**src/rtl/timer_arbiter.sv**
```systemverilog
// Round-robin owner of a single shared timer, with a watchdog that frees the timer if PULSE never comes back.
// Latency is 2 cycles from REQ to TMR_START and 1 cycle from TMR_PULSE to DONE; each requester queues one request while the timer is busy.
module timer_arbiter #(
    parameter int N_REQ  = 4,
    parameter int WD_MAX = 2097152
) (
    input  logic             CLK,
    input  logic             RST_N,
    input  logic [N_REQ-1:0] REQ,
    output logic [N_REQ-1:0] GRANT,
    output logic [N_REQ-1:0] DONE,
    output logic             BUSY,
    output logic             ERR,
    output logic             TMR_START,
    input  logic             TMR_PULSE
);

    localparam int IDX_W = $clog2(N_REQ);
    localparam int WD_W  = $clog2(WD_MAX + 1);

    localparam logic [IDX_W-1:0] LAST_RST = IDX_W'(N_REQ - 1);
    localparam logic [IDX_W:0]   N_EXT    = (IDX_W + 1)'(N_REQ);
    localparam logic [WD_W-1:0]  WD_LAST  = WD_W'(WD_MAX - 1);

    typedef enum logic [1:0] {
        S_IDLE,
        S_LAUNCH,
        S_WAIT
    } state_t;

    state_t           state;
    logic [N_REQ-1:0] pend;
    logic [N_REQ-1:0] pend_clr;
    logic [N_REQ-1:0] win_oh;
    logic [IDX_W-1:0] last;
    logic [IDX_W-1:0] win_idx;
    logic [IDX_W-1:0] cand;
    logic [IDX_W:0]   sum;
    logic             win_vld;
    logic [WD_W-1:0]  wd;

    // Scan from farthest to nearest so the candidate right after 'last' is the one that sticks.
    always_comb begin
        win_vld = 1'b0;
        win_idx = last;
        sum     = '0;
        cand    = '0;
        for (int k = N_REQ; k >= 1; k--) begin
            sum = {1'b0, last} + (IDX_W + 1)'(k);
            if (sum >= N_EXT) begin
                sum = sum - N_EXT;
            end
            cand = sum[IDX_W-1:0];
            if (pend[cand]) begin
                win_vld = 1'b1;
                win_idx = cand;
            end
        end
    end

    assign win_oh   = {{(N_REQ-1){1'b0}}, 1'b1} << win_idx;
    assign pend_clr = (state == S_IDLE && win_vld) ? win_oh : '0;

    always_ff @(posedge CLK or negedge RST_N) begin
        if (!RST_N) begin
            state     <= S_IDLE;
            pend      <= '0;
            last      <= LAST_RST;
            wd        <= '0;
            GRANT     <= '0;
            DONE      <= '0;
            BUSY      <= 1'b0;
            ERR       <= 1'b0;
            TMR_START <= 1'b0;
        end else begin
            DONE      <= '0;
            TMR_START <= 1'b0;
            // A request arriving on its own grant edge survives the clear.
            pend      <= (pend & ~pend_clr) | REQ;
            case (state)
                S_IDLE: begin
                    if (win_vld) begin
                        GRANT     <= win_oh;
                        last      <= win_idx;
                        TMR_START <= 1'b1;
                        BUSY      <= 1'b1;
                        state     <= S_LAUNCH;
                    end
                end
                S_LAUNCH: begin
                    wd    <= '0;
                    state <= S_WAIT;
                end
                S_WAIT: begin
                    wd <= wd + 1'b1;
                    if (TMR_PULSE) begin
                        DONE  <= GRANT;
                        GRANT <= '0;
                        BUSY  <= 1'b0;
                        state <= S_IDLE;
                    end else if (wd == WD_LAST) begin
                        ERR   <= 1'b1;
                        GRANT <= '0;
                        BUSY  <= 1'b0;
                        state <= S_IDLE;
                    end
                end
                default: begin
                    state <= S_IDLE;
                end
            endcase
        end
    end

    a_grant_onehot0: assert property (@(posedge CLK) disable iff (!RST_N) $onehot0(GRANT));
    a_start_owned:   assert property (@(posedge CLK) disable iff (!RST_N) TMR_START |-> $onehot(GRANT));
    a_done_one:      assert property (@(posedge CLK) disable iff (!RST_N) $onehot0(DONE));

endmodule
```
**config.mk**
```make
export PLATFORM = sky130hd
export DESIGN_NAME = timer_arbiter
export DESIGN_NICKNAME = d
export VERILOG_FILES = /design/src/rtl/timer_arbiter.sv
export SDC_FILE = /design/constraint.sdc
export NUM_CORES = 1
export LEC_CHECK = 0
export CORE_ASPECT_RATIO = 1.1
export CORE_MARGIN = 5
export CORE_UTILIZATION = 30
export DETAILED_ROUTE_END_ITERATION = 6
export GPL_ROUTABILITY_DRIVEN = 0
export HOLD_SLACK_MARGIN = 0.12
export RECOVER_POWER = 100
export SLEW_MARGIN = 40
export SYNTH_ARGS = -nofsm -noshare
export SYNTH_HDL_FRONTEND = slang
export SYNTH_SLANG_ARGS = --single-unit
```
**constraint.sdc**
```tcl
create_clock -name CLK -period 2.4 [get_ports CLK]
set_input_delay 0.48 -clock CLK [delete_from_list [all_inputs] [get_ports CLK]]
set_output_delay 0.48 -clock CLK [all_outputs]
set_load 0.01 [all_outputs]
```
==> results.md, run 1 <==
- Setup violations, final: 0
- CTS tree: built
- Maximum operating frequency: 0.484 GHz
- Ports placed on the boundary: 18
- Core box area: 6630 um^2
- Sequential share of the synthesized area: 0.500
- Critical-path top delay cell: sky130_fd_sc_hd__nor4b_1
- Final net count: 230
- IO Port Bufs: 17
- Xor/xnor share of the synthesized area: 0.0638
- Skew final: 0.00684 ns
- Final-report hold violation count: 0
- Initial Utilization: 0.310
- Worst path cell trace: ha_1 -> nor4b_1 -> nand3_1 -> a21boi_2 -> mux2_2
- Area overhead of the layout relative to synthesis: 16.4%
- Number of detailed-routing iterations run before antenna repair: 4
- Pin slew with the least headroom to its limit: 0.818 ns
- Main combinational cell family by area after synthesis: simple AND/OR/NAND/NOR gates
- Total wirelength of the detailed-routed design: 3890 um
- CTS clk-pin slew, worst paths: 0.08 ns
- Cell family with the largest share of critical-path delay: simple AND/OR/NAND/NOR gates
- Die ar.: 8620 um^2
- Proportion of layout cells with a drive suffix above 1: 0.0917
- Worst vdd rail ir drop: 0.000293 V
- Power Total: ~2.2 mW
- Final Critical Period: 2.06 ns
- Crit-path max cell delay: 0.53 ns
- Number of synthesized flops with an enable pin: 0
- Power Density: 938 nW/um^2
- Number of filler cells placed in the layout: approximately 660
- H-Tree Depth: 2
- Peak fanout along the critical path: 4
- Library cell occupying the most area in the post-synthesis netlist: sky130_fd_sc_hd__dfrtp_1
- Flip-flop and latch count after synthesis: 41
- Overall global routing resource usage: 0.0989
- Crit path DAT: 2.24 ns
- Residual DRC count: 0
- Antenna violations before repair: 0
- Outcome: complete, no violations
- Count of unique library cells instantiated by Yosys: 43
- Number of max-cap violations: 0
- Number of placement rows: 31
- Final routed wire length divided by cell count: between 10 and 15 um
- Global-route wire length before repair: between 6000 and 7000 um
- Flip-flop cell with the highest count after synthesis: sky130_fd_sc_hd__dfrtp_1
- Half-perimeter wire length after placement: between 2000 and 3000 um
- Main area contributors after synthesis: sky130_fd_sc_hd__dfrtp_1, sky130_fd_sc_hd__xor2_1, sky130_fd_sc_hd__nor2_1, sky130_fd_sc_hd__o21ai_0, sky130_fd_sc_hd__ha_1
- Required time at the endpoint of the critical path: roughly 2.6 ns
- Drt first-iter violations: 53
- Type of the worst min-delay path: flop to flop
- Capturing element type of the critical path: flop
- RSZ-0062 raised after global routing: no
- Remaining number of nets flagged by the antenna check after routing: 0
- Async set-reset flop share out of synthesis: 1.00
- Antenna cell count: 0
- Source-to-sink clock delay at the later pin of the worst-skew pair: between 0.2 and 0.3 ns
- Chip width: 89.0 um
- Total congestion overflow: 0
- Period utilization: 0.860
- Total clock sinks: 41
- Die height: 96.9 um
- Buf+Inv Stages, Crit Path: 0
- CTS max path bufs: 2
- Number of buffers created by CTS: 5
- Kind of start point of the critical path: flop
- Area share of the leading cell type in the synthesized netlist: 0.474
- CTS root buffer: sky130_fd_sc_hd__clkbuf_8
- Synthesized instance count: 196
- Setup TNS: 0 ns
- Max Transition Viols Final: 0
- Area fraction in compound gates after synthesis: 0.110
- Multiplexer fraction of the synthesized cell area: 0.0158
- Vias per cell: 4.86
- Avg Inst Size Synth: 10.5 um^2
- Via count: between 1000 and 1500
- Post-CTS sizing: 0
- Pin count of the biggest net entering global routing: 19
- Relative slew slack: 0.454
- Worst Setup Path Type: flop to flop
- Netlist area before placement: 2060 um^2
- Warning count from the yosys run: 0
- Via count of the first global-routing pass: about 1400
- Leakage power figure: 1.12 nW
- Adder-cell share of the synthesized area: 0.0304
- Post-synthesis share of cell area spent on and, or, nand and nor gates: 0.249
- Nets in the synthesized netlist: between 200 and 250
[worst reg2reg max path, cell delays in order (launching register included)]
cell and delay [ns]:
sky130_fd_sc_hd__dfrtp_1 0.40, sky130_fd_sc_hd__ha_1 0.24, sky130_fd_sc_hd__nor4b_1 0.53, sky130_fd_sc_hd__nand3_1 0.22, sky130_fd_sc_hd__a21boi_2 0.22, sky130_fd_sc_hd__mux2_2 0.35
[through the flow]
step	instance area [um^2]	utilization	std cells	setup WS (ns)	hold WS, ns
after floorplan	2060	-	196	0.655	0.184
after global placement	2310	0.348	292	0.402	0.411
after detailed placement	2310	0.348	292	0.348	0.413
after CTS	2420	0.365	300	0.329	0.488
after global routing	2400	0.361	300	0.0790	0.540
final	2400	0.361	300	0.336	0.481
[routing by layer]
metal	global-route usage	vias to the layer above	share of wire
met5	0	-	0
met4	0.0447	0	0.019
met3	0.0229	4	0.031
met2	0.151	16	0.49
met1	0.131	710	0.46
li1	-	728	-
[sequential cells by signal, summed over array words and instances (netlist names)]
| signal | flops |
|---|---|
| GRANT | 4 |
| wd | 22 |
| pend | 4 |
| last | 2 |
| TMR_START | 1 |
| DONE | 4 |
| ERR | 1 |
| BUSY | 1 |
| state | 2 |
[Yosys cell counts (2+ instances only)]
cell and n:
sky130_fd_sc_hd__dfrtp_1 39, sky130_fd_sc_hd__clkbuf_1 2, sky130_fd_sc_hd__nor4_1 2, sky130_fd_sc_hd__nand3_2 2
sky130_fd_sc_hd__a21o_1 5, sky130_fd_sc_hd__and3_1 6, sky130_fd_sc_hd__dfstp_2 2, sky130_fd_sc_hd__mux2_2 2
sky130_fd_sc_hd__a32o_1 4, sky130_fd_sc_hd__nand4_1 8, sky130_fd_sc_hd__nor2_1 19, sky130_fd_sc_hd__nand2b_1 3
sky130_fd_sc_hd__o21ai_0 14, sky130_fd_sc_hd__xor2_1 14, sky130_fd_sc_hd__nor2_8 2, sky130_fd_sc_hd__inv_1 9
sky130_fd_sc_hd__a21oi_1 5, sky130_fd_sc_hd__nand3_1 12, sky130_fd_sc_hd__ha_1 5, sky130_fd_sc_hd__or3_1 3
sky130_fd_sc_hd__nand2_1 16
[placed cells by master (no fill, tap or decap), types with 4 or more instances in the layout]
cell                              instances
sky130_fd_sc_hd__dfrtp_1                 39
sky130_fd_sc_hd__nor2_1                  19
sky130_fd_sc_hd__nand2_1                 16
sky130_fd_sc_hd__o21ai_0                 14
sky130_fd_sc_hd__xor2_1                  14
sky130_fd_sc_hd__nand3_1                 13
sky130_fd_sc_hd__dlygate4sd3_1           12
sky130_fd_sc_hd__inv_1                    9
sky130_fd_sc_hd__nand4_1                  8
sky130_fd_sc_hd__and3_1                   6
sky130_fd_sc_hd__a21oi_1                  5
sky130_fd_sc_hd__a21o_1                   5
sky130_fd_sc_hd__ha_1                     5
sky130_fd_sc_hd__clkbuf_8                 5
sky130_fd_sc_hd__clkdlybuf4s50_1          5
sky130_fd_sc_hd__a32o_1                   4
[final cells by class]
cell class                      instances  area, um^2  share of cell area
Clock inverter                          2        35.0              0.0146
Inverter                                9        33.8              0.0141
Clock buffer                            5        68.8              0.0287
Timing Repair Buffer                   20         183              0.0762
Sequential cell                        41        1030               0.429
Multi-Input combinational cell        141         945               0.394
Tap cell                               82         103              0.0428
[logic make-up (layout without fill, tap and decap cells)]
| group | after synthesis | in the layout |
|---|---|---|
| AOI/OAI and AO/OA | 34 | 34 |
| DFF | 41 | 41 |
| buffers and inverters | 14 | 36 |
| adders and majority gates | 5 | 5 |
| and+or+nand+nor | 84 | 84 |
| xor gates and xnor gates | 15 | 15 |
| muxes | 3 | 3 |
[what timing repair did]
action | in CTS | in global routing
hold endpoints to repair | 11 | 0
hold buffers | 1 | 0
setup buffers | 0 | 0
[power breakdown]
| part | switching, mW | total, mW | internal [mW] |
|---|---|---|---|
| clock network | 0.231 | 0.534 | 0.302 |
| logic | 0.475 | 0.786 | 0.310 |
| registers | 0.113 | 0.928 | 0.815 |
| total | 0.820 | 2.25 | 1.43 |
[final timing paths]
path,startpoint,to,slack [ns],cells after the start
min in group asynchronous,RST_N,pend[1]$_DFF_PN0_,0.79,2
worst min-delay path,ERR$_DFFE_PN0P_,ERR$_DFFE_PN0P_,0.48,1
worst min register to register,ERR$_DFFE_PN0P_,ERR$_DFFE_PN0P_,0.48,1
worst max-delay path,wd[0]$_DFFE_PN0P_,state[0]$_DFFE_PN0P_,0.34,5
max in group asynchronous,RST_N,DONE[2]$_DFF_PN0_,0.61,3
worst max register to register,wd[0]$_DFFE_PN0P_,state[0]$_DFFE_PN0P_,0.34,5
No activity file was read; power rests on OpenSTA's default activity.
==> inputs of run 2 (changes only) <==
--- a/config.mk
+++ b/config.mk
@@ -5,12 +5,15 @@
 export SDC_FILE = /design/constraint.sdc
 export NUM_CORES = 1
 export LEC_CHECK = 0
+export CELL_PAD_IN_SITES_DETAIL_PLACEMENT = 0
+export CELL_PAD_IN_SITES_GLOBAL_PLACEMENT = 1
 export CORE_ASPECT_RATIO = 1.1
 export CORE_MARGIN = 5
 export CORE_UTILIZATION = 30
 export DETAILED_ROUTE_END_ITERATION = 6
 export GPL_ROUTABILITY_DRIVEN = 0
 export HOLD_SLACK_MARGIN = 0.12
+export PLACE_DENSITY = 0.57
 export RECOVER_POWER = 100
 export SLEW_MARGIN = 40
 export SYNTH_ARGS = -nofsm -noshare
==> run 2 against run 1 <==
Compared with the run above: cell count grew 0.33%; routed wire length is 5.1% higher; critical path depth increased by 2; combinational power is 3.3% higher; register-to-register slack got worse by 0.02 ns; largest power group unchanged; worst setup slack worse by 0.018 ns; critical endpoint is now wd[20]$_DFFE_PN0P_; count of clock-buffer cells in the layout is 3 higher; global-route usage is 0.27 points higher; first-iteration DRC count down 42%; critical path type unchanged.
==> results.md, run 2 (synthesis results as in run 1) <==
- H-Tree Depth: 2 (unchanged)
- Via count of the first global-routing pass: 1415 (+1.2%)
- Die height: 96.9 um (unchanged)
- Initial Utilization: 0.310 (unchanged)
- Register name with the most flops: wd
- Total wirelength of the detailed-routed design: 4090 um (+5.1%)
- Number of max-cap violations: 0 (unchanged)
- Half-perimeter wire length after placement: 2960 um (+4.1%)
- Area overhead of the layout relative to synthesis: 15.7%
- Remaining number of nets flagged by the antenna check after routing: 0 (unchanged)
- Worst Setup Path Type: flop to flop
- Total clock sinks: 41 (unchanged)
- Source-to-sink clock delay at the later pin of the worst-skew pair: 0.29 ns (about the same)
- Util after Layout: 0.359 (-0.00226)
- Number of placement rows: 31 (unchanged)
- Relative slew slack: 0.238 (-0.217)
- Number of filler cells placed in the layout: 683 (+3.3%)
- Antenna violations before repair: 0 (unchanged)
- Period utilization: 0.867 (+0.00742)
- Number of detailed-routing iterations run before antenna repair: 4 (unchanged)
- Antenna cell count: 0 (unchanged)
- Setup Slack @ Placement: 0.344 ns (-0.00411 ns)
- Final routed wire length divided by cell count: 13.6 um (+4.8%)
- Final net count: 230 (unchanged)
- Max Transition Viols Final: 0 (unchanged)
- Global-route wire length before repair: 6980 um (+4.0%)
- Final-report hold violation count: 0 (unchanged)
- Required time at the endpoint of the critical path: 2.56 ns (about the same)
- Crit path DAT: 2.24 ns (about the same)
- Total congestion overflow: 0 (unchanged)
- Overall global routing resource usage: 0.102 (+0.00272)
- Skew final: 0.00729 ns (+0.000445 ns)
- Capturing element type of the critical path: flop
- Vias per cell: 4.89 (+0.69%)
- Kind of start point of the critical path: flop
- Peak fanout along the critical path: 11 (+7)
- Setup violations, final: 0 (unchanged)
- Power Density: 928 nW/um^2 (-1.1%)
- Die ar.: 8620 um^2 (unchanged)
- Most frequent cells in the layout: sky130_fd_sc_hd__dfrtp_1, sky130_fd_sc_hd__nor2_1, sky130_fd_sc_hd__nand2_1
- Pin slew with the least headroom to its limit: 1.14 ns (+0.325 ns)
- CTS max path bufs: 2 (unchanged)
- Core box area: 6630 um^2 (unchanged)
- Critical-path top delay cell: sky130_fd_sc_hd__ha_1
- Buf+Inv Stages, Crit Path: 1 (+1)
- Leakage power figure: 1.12 nW (about the same)
- Number of flip-flops under the largest register name: 22 (unchanged)
- Via count: 1473 (+1.0%)
- CTS root buffer: sky130_fd_sc_hd__clkbuf_8
- IO Port Bufs: 17 (unchanged)
- Worst vdd rail ir drop: 0.000506 V (+73%)
- Outcome: complete, no violations
- Leading cell type in the layout, fill and taps excluded: sky130_fd_sc_hd__dfrtp_1
- CTS clk-pin slew, worst paths: 0.07 ns (about the same)
- Chip width: 89.0 um (unchanged)
- Area taken by flip-flops and latches: 1030 um^2 (unchanged)
- Pin count of the biggest net entering global routing: 22 (+3)
- Cell family with the largest share of critical-path delay: simple AND/OR/NAND/NOR gates
- Most used cell, CP: sky130_fd_sc_hd__nand4_1
- CTS tree: built
- Proportion of layout cells with a drive suffix above 1: 0.0868 (-0.00499)
- Worst path cell trace: inv_1 -> ha_1 -> nand4_1 -> nor3_2 -> nand4_1 -> xor2_1 -> nor2_1
- Crit-path max cell delay: 0.47 ns (-0.06 ns)
- Residual DRC count: 0 (unchanged)
- Hold_buf cts: 0 (-1)
- RSZ-0062 raised after global routing: no
- Number of buffers created by CTS: 5 (unchanged)
- Ports placed on the boundary: 18 (unchanged)
- Drt first-iter violations: 31 (-42%)
- Setup TNS: 0 ns (unchanged)
- Post-CTS sizing: 0 (unchanged)
- Final Critical Period: 2.08 ns (+0.0178 ns)
- Type of the worst min-delay path: input port to async pin
- Total setup buffers inserted after CTS: 0 (unchanged)
- Area of combinational cells with multiple inputs: 941 um^2 (-0.40%)
- PnR worst setup slack: 0.318 ns (-0.0178 ns)
- Maximum operating frequency: 0.480 GHz (-0.86%)
- Power Total: 2.21 mW (-1.7%)
==> run 2: final cells by class <==
| class | instances | share of cell area |
|---|---|---|
| Clock buffer | 8 | 0.0378 |
| Inverter | 9 | 0.0142 |
| Timing Repair Buffer | 20 | 0.0778 |
| Tap cell | 82 | 0.0431 |
| Sequential cell | 41 | 0.432 |
| Multi-Input combinational cell | 141 | 0.395 |
==> run 2: stage by stage <==
step	hold slack [ns]	cells	instance area, um^2
6_report	0.391	301	2380
4_1_cts	0.161	301	2420
3_3_place_gp	0.481	293	2330
5_1_grt	0.494	301	2380
3_5_place_dp	0.482	293	2330
2_1_floorplan	0.184	196	2060
==> run 2: report_power, final <==
group	switching (mW)	internal, mW	leakage (nW)
logic	0.491	0.320	0.543
registers	0.115	0.818	0.534
clock network	0.229	0.235	0.0455
==> run 2: final timing paths <==
kind	from	endpoint	slack, ns	depth (start not counted)
max reg2reg	state[0]$_DFFE_PN0P_	wd[20]$_DFFE_PN0P_	0.32	7
min	RST_N	GRANT[3]$_DFFE_PN0P_	0.39	1
min reg2reg	ERR$_DFFE_PN0P_	ERR$_DFFE_PN0P_	0.51	1
max in group asynchronous	RST_N	wd[15]$_DFFE_PN0P_	0.45	2
max	state[0]$_DFFE_PN0P_	wd[20]$_DFFE_PN0P_	0.32	7
min in group CLK	ERR$_DFFE_PN0P_	ERR$_DFFE_PN0P_	0.51	1
==> run 2: routing by layer <==
layer,part of all wire,track usage
met5,0,0
met4,0.0086,0.0344
met3,0.029,0.0229
met2,0.48,0.158
met1,0.48,0.138
==> run 2: worst register-to-register path: stages, from the launching register on <==
cell and delay [ns]:
sky130_fd_sc_hd__dfrtp_1 0.36, sky130_fd_sc_hd__inv_1 0.08, sky130_fd_sc_hd__ha_1 0.47, sky130_fd_sc_hd__nand4_1 0.34, sky130_fd_sc_hd__nor3_2 0.34, sky130_fd_sc_hd__nand4_1 0.15
sky130_fd_sc_hd__xor2_1 0.15, sky130_fd_sc_hd__nor2_1 0.05
==> inputs of run 3 (changes only) <==
--- a/config.mk
+++ b/config.mk
@@ -10,11 +10,13 @@
 export CORE_ASPECT_RATIO = 1.1
 export CORE_MARGIN = 5
 export CORE_UTILIZATION = 30
+export CTS_BUF_LIST = sky130_fd_sc_hd__clkbuf_16
 export DETAILED_ROUTE_END_ITERATION = 6
 export GPL_ROUTABILITY_DRIVEN = 0
-export HOLD_SLACK_MARGIN = 0.12
+export HOLD_SLACK_MARGIN = 0.1
 export PLACE_DENSITY = 0.57
 export RECOVER_POWER = 100
+export SETUP_SLACK_MARGIN = 0.02
 export SLEW_MARGIN = 40
 export SYNTH_ARGS = -nofsm -noshare
 export SYNTH_HDL_FRONTEND = slang
==> run 3 against run 2 <==
Compared with the run above: first-iteration DRC count rose by 68%; worst setup slack got worse by 0.010 ns; utilization rose by 0.70 points; clock power rose by 34%; maximum frequency fell by 0.48%; sequential share of layout area fell by 0.82 points; die area did not move.
==> results.md, run 3 (synthesis results as in run 1) <==
- Leakage power figure: 1.15 nW (+2.5%)
- Pin count of the biggest net entering global routing: 22 (unchanged)
- Worst Setup Path Type: flop to flop
- Power Density: 977 nW/um^2 (+5.4%)
- Relative contribution of sequential cells to total power: 0.394 (-0.029)
- Critical-path top delay cell: sky130_fd_sc_hd__ha_1
- Most used cell, CP: sky130_fd_sc_hd__nand4_1
- Total wirelength of the detailed-routed design: 4070 um (-0.39%)
- Number of max-cap violations: 0 (unchanged)
- Vias per cell: 4.92 (+0.61%)
- Core box area: 6630 um^2 (unchanged)
- Final routed wire length divided by cell count: 13.5 um (-0.39%)
- Capturing element type of the critical path: flop
- Via count of the first global-routing pass: 1415 (unchanged)
- Number of detailed-routing iterations run before antenna repair: 4 (unchanged)
- Total clock sinks: 41 (unchanged)
- Placed insts: 293 (unchanged)
- Clock Power Share: 0.262 (+0.052)
- Register name with the most flops: wd
- Type of the worst min-delay path: input port to async pin
- Initial Utilization: 0.310 (unchanged)
- Total congestion overflow: 0 (unchanged)
- Number of buffers created by CTS: 5 (unchanged)
- Global-route wire length before repair: 6960 um (-0.19%)
- Switching part of the total power: 0.362 (-0.0163)
- Outcome: complete, no violations
- Setup violations, final: 0 (unchanged)
- Period utilization: 0.872 (+0.00418)
- Crit-path max cell delay: 0.47 ns (about the same)
- Relative slew slack: 0.240 (+0.00260)
- Number of flip-flops under the largest register name: 22 (unchanged)
- Half-perimeter wire length after placement: 2960 um (unchanged)
- Total setup buffers inserted after CTS: 0 (unchanged)
- Post-CTS sizing: 0 (unchanged)
- CTS max path bufs: 2 (unchanged)
- Remaining number of nets flagged by the antenna check after routing: 0 (unchanged)
- Residual DRC count: 0 (unchanged)
- IO Port Bufs: 17 (unchanged)
- Required time at the endpoint of the critical path: 2.54 ns (-0.02 ns)
- Leading cell type in the layout, fill and taps excluded: sky130_fd_sc_hd__dfrtp_1
- Peak fanout along the critical path: 11 (unchanged)
- Proportion of layout cells with a drive suffix above 1: 0.0822 (-0.00457)
- Net load switching power: 0.858 mW (+2.8%)
- RSZ-0062 raised after global routing: no
- Final Critical Period: 2.09 ns (+0.0100 ns)
- Final-report hold violation count: 0 (unchanged)
- Number of placement rows: 31 (unchanged)
- Register-to-register setup slack: 0.31 ns (about the same)
- Most frequent cells in the layout: sky130_fd_sc_hd__dfrtp_1, sky130_fd_sc_hd__nor2_1, sky130_fd_sc_hd__nand2_1
- Drt first-iter violations: 52 (+68%)
- Area overhead of the layout relative to synthesis: 17.9%
- Skew final: 0.00558 ns (-0.00171 ns)
- Antenna violations before repair: 0 (unchanged)
- Endpoint of the worst register-to-register path: wd[20]$_DFFE_PN0P_
- Via count: 1482 (+0.61%)
- H-Tree Depth: 2 (unchanged)
- CTS root buffer: sky130_fd_sc_hd__clkbuf_16
- Worst path cell trace: inv_1 -> ha_1 -> nand4_1 -> nor3_2 -> nand4_1 -> xor2_1 -> nor2_1
- Ports placed on the boundary: 18 (unchanged)
- CTS clk-pin slew, worst paths: 0.06 ns (about the same)
- Hold_buf cts: 0 (unchanged)
- R2r startpoint: state[0]$_DFFE_PN0P_
- Power Internal: 1.51 mW (+10%)
- CTS tree: built
- Setup TNS: 0 ns (unchanged)
- Final net count: 230 (unchanged)
- Combinational share of power: 0.344 (-0.024)
- Antenna cell count: 0 (unchanged)
- Kind of start point of the critical path: flop
- Worst vdd rail ir drop: 0.000511 V (+0.97%)
- Crit path DAT: 2.24 ns (about the same)
- Length in cells of the worst reg-to-reg path: 7 (unchanged)
- Die height: 96.9 um (unchanged)
- Chip width: 89.0 um (unchanged)
- Pin slew with the least headroom to its limit: 1.14 ns (-0.00390 ns)
- Die ar.: 8620 um^2 (unchanged)
- Post-route non-filler standard cell count: 301 (unchanged)
- Overall global routing resource usage: 0.100 (-0.00139)
- Source-to-sink clock delay at the later pin of the worst-skew pair: 0.28 ns (about the same)
- Maximum operating frequency: 0.478 GHz (-0.48%)
- Max Transition Viols Final: 0 (unchanged)
[run 3: worst max-delay path by stage]
stage	startpoint	slack, ns	depth (start not counted)	end
CTS	state[0]$_DFFE_PN0P_	0.33	7	wd[20]$_DFFE_PN0P_
floorplan	state[0]$_DFFE_PN0P_	0.65	8	wd[20]$_DFFE_PN0P_
finish	state[0]$_DFFE_PN0P_	0.31	7	wd[20]$_DFFE_PN0P_
global placement	state[0]$_DFFE_PN0P_	0.42	7	wd[18]$_DFFE_PN0P_
detailed placement	state[0]$_DFFE_PN0P_	0.34	7	wd[20]$_DFFE_PN0P_
global route	state[0]$_DFFE_PN0P_	0.05	7	wd[18]$_DFFE_PN0P_
[run 3: metrics by stage]
stage / hold slack [ns] / area [um^2] / total power [mW] / worst slack (ns) / util
3_5_place_dp: 0.482 / 2330 / 1.81 / 0.344 / 0.351
3_3_place_gp: 0.481 / 2330 / 1.81 / 0.423 / 0.351
5_1_grt: 0.515 / 2430 / 2.54 / 0.0515 / 0.366
6_report: 0.406 / 2430 / 2.37 / 0.308 / 0.366
2_1_floorplan: 0.184 / 2060 / 1.54 / 0.655 / -
4_1_cts: 0.185 / 2470 / 2.45 / 0.326 / 0.372
[run 3: power by group through the flow]
stage               Clock, mW  Sequential [mW]  Combinational, mW
global route            0.672            0.956              0.910
CTS                     0.647            0.940              0.864
detailed placement          0            0.951              0.863
floorplan                   0            0.927              0.617
global placement            0            0.953              0.862
finish                  0.622            0.935              0.815
[run 3: layout make-up]
| cell class | count | area (um^2) |
|---|---|---|
| sequential | 41 | 1030 |
| multi-input combinational | 141 | 941 |
| clock inverter | 3 | 11.3 |
| clock buffer | 5 | 125 |
| timing repair buffer | 20 | 185 |
| inverter | 9 | 33.8 |
| tap | 82 | 103 |
| fill | 676 | 4210 |
[run 3: worst max-delay path: cells and delay by family (launching register included)]
kind,cells,cell delay (ns)
xor+xnor,1,0.15
fa+ha+maj,1,0.47
buf+inv,1,0.08
flops,1,0.36
simple gates,4,0.89
[run 3: routing by layer]
layer,share of wire,track usage,up-vias
li1,-,-,733
met1,0.49,0.136,734
met2,0.48,0.160,11
met3,0.021,0.0229,4
met4,0.010,0.0241,0
met5,0,0,-
